[src/rtl/seven_seg_scanner.sv]
// Time-multiplexed anode scanner for common-anode 7-segment displays with blanking,
// scan enable, frame strobe and optional PWM dimming (enabled by defining SEG_DIM_EN).
module seven_seg_scanner #(
  parameter int NUM_DIGITS = 4,
  parameter int SCAN_BITS  = 18,
  parameter int SEL_W      = NUM_DIGITS > 1 ? $clog2(NUM_DIGITS) : 1
) (
  input  logic                  Clk,
  input  logic                  Reset,
  input  logic                  Enable,
  input  logic [NUM_DIGITS-1:0] DigitMask,
`ifdef SEG_DIM_EN
  input  logic [3:0]            Brightness,
`endif
  output logic [NUM_DIGITS-1:0] AN,
  output logic [SEL_W-1:0]      Sel,
  output logic                  FrameTick
);

  localparam logic [SEL_W-1:0] LAST = SEL_W'(NUM_DIGITS - 1);

  logic [SCAN_BITS-1:0]  cnt;
  logic [SCAN_BITS-1:0]  cnt_next;
  logic [SEL_W-1:0]      idx;
  logic [SEL_W-1:0]      idx_next;
  logic                  wrap;
  logic                  gate;
  logic [NUM_DIGITS-1:0] an_next;

  // Dimming gate looks at the count the digit will have after this edge,
  // so AN and the PWM phase stay aligned.
`ifdef SEG_DIM_EN
  assign gate = (cnt_next[SCAN_BITS-1 -: 4] <= Brightness);
`else
  assign gate = 1'b1;
`endif

  always_comb begin
    cnt_next = cnt + SCAN_BITS'(1);
    wrap     = &cnt;
    idx_next = idx;
    if (wrap) begin
      idx_next = (idx == LAST) ? '0 : idx + SEL_W'(1);
    end
    an_next = '1;
    for (int i = 0; i < NUM_DIGITS; i++) begin
      if ((SEL_W'(i) == idx_next) && !DigitMask[i] && gate) begin
        an_next[i] = 1'b0;
      end
    end
  end

  always_ff @(posedge Clk) begin
    if (Reset) begin
      cnt       <= '0;
      idx       <= '0;
      AN        <= '1;
      FrameTick <= 1'b0;
    end else if (Enable) begin
      cnt       <= cnt_next;
      idx       <= idx_next;
      AN        <= an_next;
      FrameTick <= wrap && (idx == LAST);
    end else begin
      AN        <= '1;
      FrameTick <= 1'b0;
    end
  end

  assign Sel = idx;

endmodule

[config.mk]
export PLATFORM = sky130hd
export DESIGN_NAME = seven_seg_scanner
export DESIGN_NICKNAME = d
export VERILOG_FILES = /design/src/rtl/seven_seg_scanner.sv
export SDC_FILE = /design/constraint.sdc
export NUM_CORES = 1
export LEC_CHECK = 0
export ABC_CLOCK_PERIOD_IN_PS = 2250
export BUFFER_PORTS_ARGS = -buffer_cell sky130_fd_sc_hd__buf_2
export CORE_MARGIN = 2
export CORE_UTILIZATION = 25
export DETAILED_ROUTE_END_ITERATION = 8
export PLACE_DENSITY = 0.38
export SLEW_MARGIN = 10
export SYNTH_ARGS = -nofsm -noshare
export SYNTH_HDL_FRONTEND = slang
export SYNTH_SLANG_ARGS = --single-unit
[constraint.sdc]
create_clock -name Clk -period 2.25 [get_ports Clk]
set_clock_uncertainty 0.1 [all_clocks]
set_input_delay 0.45 -clock Clk [delete_from_list [all_inputs] [get_ports Clk]]
set_output_delay 0.45 -clock Clk [all_outputs]
set_load 0.01 [all_outputs]
# Yosys cells after proc, flatten, opt, wreduce, memory -nomap -nowiden
# Index checks and enable logic that the tools add are counted.
# word_totals
elab_cells,29
output_inout_bits,7
input_bits,7
ff_bits,25
# op_classes
n_addsub,2
mux,6
eq_ne,4
n_reduce_logical,12
bitwise,1
# op_table
op,n
"18-bit by 1-bit adder with 18-bit output, second input constant",1
18-bit AND reduction,1
1-bit logical AND,5
"2-bit equality test, first input constant",2
1-bit zero test,4
1-bit 2-to-1 mux,4
2-bit 2-to-1 mux,2
"2-bit by 1-bit adder with 2-bit output, second input constant",1
"1-bit by 2-bit equality test with 1-bit output, first input constant",1
"2-bit equality test, second input constant",1
2-bit zero test,1
2-bit OR reduction,1
1-bit NOT,1

# Logic depth before layout (Yosys ltp)
# logic_depth
ltp_word,6
mapped_depth,6
mapped_depth_nobuf,5

# Worst setup path before layout
# No wires, ideal clock.
# synth_path
kind,reg2reg
start,register cnt[0]
end,register AN[0]
setup_ns,0.126
period_less_slack_ns,1.711
path_slack_ns,0.539
path_stages_with_launch,7
t_arrival_ns,1.485
path_buffers,1
t_required_ns,2.024
cell_sequence,dfxtp_1 > ha_1 > and4_1 > and3_1 > clkbuf_1 > a2111oi_2 > o21ai_1
# synth_between
elab_chain_cells,5
# synth_rtl
item,line,rtl
from (decl),22,logic [SCAN_BITS-1:0] cnt;
from (signal assigned),60,cnt <= cnt_next;
18-bit AND reduction,40,wrap = &cnt;
2-bit 2-to-1 mux,42,if (wrap) begin
2-bit zero test,47,if ((SEL_W'(i) == idx_next) && !DigitMask[i] && gate) begin
1-bit logical AND,47,
1-bit 2-to-1 mux,47,
to (signal assigned),62,AN <= an_next;
to (decl),15,"output logic [NUM_DIGITS-1:0] AN,"
# Every way passes these cells.
# A chain may end at the register's enable or synchronous reset.

# Worst setup path after layout
# Ends and elaborated chain as after synthesis.

==> summary.md <==
| Metric | Value |
|---|---|
| Status | `finished clean` |
| Crit path from | `cnt[0]$_SDFFE_PP0P_` |
| Layout cells sized above 1 | `15.9%` |
| Final Cell Area | `1360 um^2` |
| Post-Syn Nets | `approximately 150` |
| # diodes | `0` |
| Largest net degree at the start of global routing | `23` |
| Synth-to-layout area growth | `11.3%` |
| Clk slew on worst S/H paths | `approximately 0.09 ns` |
| Gate power share | `4.1%` |
| Post-Syn Instances | `137` |
| Sw Ratio | `~22%` |
| DRC errors left | `0` |
| Clock Latency Late Sink | `roughly 0.27 ns` |
| Number of synthesized register bits | `25` |
| Relative slew slack | `between 70% and 80%` |
| Yosys cell types | `33` |
| Main combinational cell family by area after synthesis | `simple AND/OR/NAND/NOR gates` |
| Cell Int Power | `0.000586 W` |
| Count leader, synth | `dfxtp_1` |
| Top cell type's share of synthesized area | `41.1%` |
| Post-synthesis compound-gate area fraction | `between 10% and 20%` |
| Setup Fix Bufs, Post-CTS | `0` |
| Mux contribution to synthesized area | `1.75%` |
| Hold crit path type | `in -> reg` |
| Rows | `25` |
| Vias in the first global route | `884` |
| Synth top cells by count | `dfxtp_1 (25), nor2_1 (17), xor2_1 (9), a21oi_1 (8), nand4_1 (8)` |
| Share of power burned in registers | `60.1%` |
| Initial core utilization | `around a quarter` |
| Min cycle time layout | `1.83 ns` |
| Clock Tree Buf Depth | `2` |
| Leak | `0.493 nW` |
| Asr flop ratio synth | `0%` |
| Post-CTS sizing | `0` |
| Pwr dens | `552 nW/um^2` |
| XOR/XNOR Fraction of Synth Area | `between 8 and 9%` |
| P_sw | `around 0.00016 W` |
| Unrepaired setup endpoints after global routing | `false` |
| Slew @ Worst Pin | `around 0.41 ns` |
| Fin. max-slew vios | `0` |
| Ys flop type | `dfxtp_1` |
| Hold_buf cts | `0` |
| Worst hold start | `DigitMask[1]` |
| Yosys top cell by area | `dfxtp_1` |
| Pre-Repair DR Iteration Count | `4` |
| CP Launch Type | `flop` |
| Synth Area in Adders | `approximately 2.1%` |
| DRT Wirelength | `around 2600 um` |
| Clock power frac | `between 30% and 40%` |
| Clock Sinks | `25` |
| Mean Syn Cell Area | `between 8 and 9 um^2` |
| Number of buffers created by CTS | `3` |
| Post-Layout Cell Count | `approximately 210` |
| Ports | `14` |
| EDFF count, synth | `0` |
| Die Ht | `73.8 um` |
| Synth area leaders | `dfxtp_1 (41%), xor2_1 (6.5%), nor2_1 (5.2%), and4_1 (4.3%), nand4_1 (4.1%)` |
| Die area | `~5400 um^2` |
| Critical path peak fanout | `6` |
| Placer congestion estimate | `0.855` |
| WS Path Type | `reg -> reg` |
| First-pass GRT wire length | `slightly above 4000 um` |
| TNS Setup | `0 ns` |
| Placed cells | `~210` |
| Overall global routing resource usage | `approximately a tenth` |
| Initial antenna violation count | `0` |
| IO Port Bufs | `13` |
| Via count | `1005` |
| Dpl cell area | `1310 um^2` |
| F_max | `547 MHz` |
| Final layout net count | `155` |
| Die Width | `approximately 74 um` |
| Critical Path AT | `~1.9 ns` |
| Post-synthesis simple-gate area fraction | `between 30% and 40%` |
| Final Setup Violations | `0` |
| MaxCap Viol Count | `0` |
| Final core utilization | `approximately 29%` |
| Root Driver | `clkbuf_8` |
| Reg2reg start | `cnt[0]$_SDFFE_PP0P_` |
| Vias per cell | `between 4 and 5` |
| Final period utilization | `between 80% and 90%` |
| CP required | `around 2.3 ns` |
| Antenna Violating Nets Remaining | `0` |
| Ys Warns | `0` |
| CTS tree | `built` |
| H-Tree Depth | `1` |
| Worst setup EP type | `flop` |
| Grt ovf | `0` |
| Post-synthesis sequential area ratio | `between 40% and 50%` |
| Core area | `4720 um^2` |
| Routed wire length per instance | `between 10 and 15 um` |
| Dpl hpwl | `1810 um` |
| Netlist Area Pre-Place | `between 1000 and 1500 um^2` |
| IR Drop Worst-Case VDD | `about 0.20 mV` |
| Hold Violations, Final | `0` |
| Final Hold Slack | `between 0.3 and 0.4 ns` |
| Initial DRC count | `between 50 and 60` |
==> area by class of cell <==
| type | instances | area, um^2 |
|---|---|---|
| Multi-Input combinational cell | 101 | 654 |
| Sequential cell | 25 | 500 |
| Tap cell | 67 | 83.8 |
| Clock buffer | 4 | 45.0 |
| Timing Repair Buffer | 13 | 65.1 |
| Fill cell | 509 | 3370 |
| Inverter | 2 | 7.51 |
==> state kept, by name, indices dropped and copies added, names as in the netlist <==
signal	count
FrameTick	1
cnt	18
AN	4
Sel	2
==> kinds of logic (layout without fill, tap and decap cells) <==
kind of cell / Yosys count / count (layout)
flops: 25 / 25
compound gates: 20 / 20
fa+ha+maj: 2 / 2
mux: 2 / 2
xor+xnor: 12 / 12
buf+inv: 11 / 19
simple gates: 65 / 65
==> per-layer routing <==
layer / wire length, um / vias up / track usage, %
li1: - / 506 / -
met5: 0 / - / 0
met3: 143 / 4 / 2.33
met2: 1220 / 31 / 16.4
met4: 38 / 0 / 4.85
met1: 1200 / 464 / 12.4
==> stage by stage <==
stage / total power, W / setup WS (ns)
after floorplan: 0.000479 / 0.539
after global placement: 0.000490 / 0.467
after detailed placement: 0.000491 / 0.422
after CTS: 0.000763 / 0.413
after global routing: 0.000780 / 0.245
final: 0.000748 / 0.423
==> critical path, stage by stage (launching register included) <==
cell       delay (ns)
dfxtp_1          0.34
ha_1             0.23
and4_1           0.23
and3_1           0.28
a2111oi_2        0.39
o21ai_1          0.13
==> placed cells by master (no fill, tap or decap), types with 2 or more instances in the layout <==
master | Yosys | layout
nand3_1 | 5 | 5
a21oi_1 | 8 | 8
nor2b_1 | 2 | 2
nor3_1 | 3 | 3
nand4_1 | 8 | 8
or3_1 | 5 | 5
nor2_1 | 17 | 17
and4_1 | 6 | 6
xor2_1 | 9 | 9
nand3b_1 | 2 | 2
inv_1 | 2 | 2
dfxtp_1 | 25 | 25
ha_1 | 2 | 2
a2111oi_2 | 2 | 2
o21ai_0 | 6 | 6
clkbuf_8 | 0 | 3
o31ai_1 | 2 | 2
and3_1 | 4 | 4
o21ai_1 | 2 | 2
xnor2_1 | 3 | 3
nand2_1 | 6 | 6
buf_2 | 3 | 13
==> final timing paths <==
check / endpoint / cells after the start / slack [ns]
worst max-delay path: AN[0]$_SDFF_PP1_ / 5 / 0.42
worst min-delay path: AN[1]$_SDFF_PP1_ / 3 / 0.37
worst max register to register: AN[0]$_SDFF_PP1_ / 5 / 0.42
worst min register to register: cnt[17]$_SDFFE_PP0P_ / 2 / 0.39
==> power by group through the flow <==
stage	combinational, W	clock [W]	sequential [W]
final	0.0000306	0.000268	0.000450
after global routing	0.0000342	0.000295	0.000451
after CTS	0.0000310	0.000281	0.000450
after detailed placement	0.0000308	0	0.000461
after global placement	0.0000299	0	0.000460
after floorplan	0.0000193	0	0.000460
Note: power is estimated with default switching activity, not from simulation.
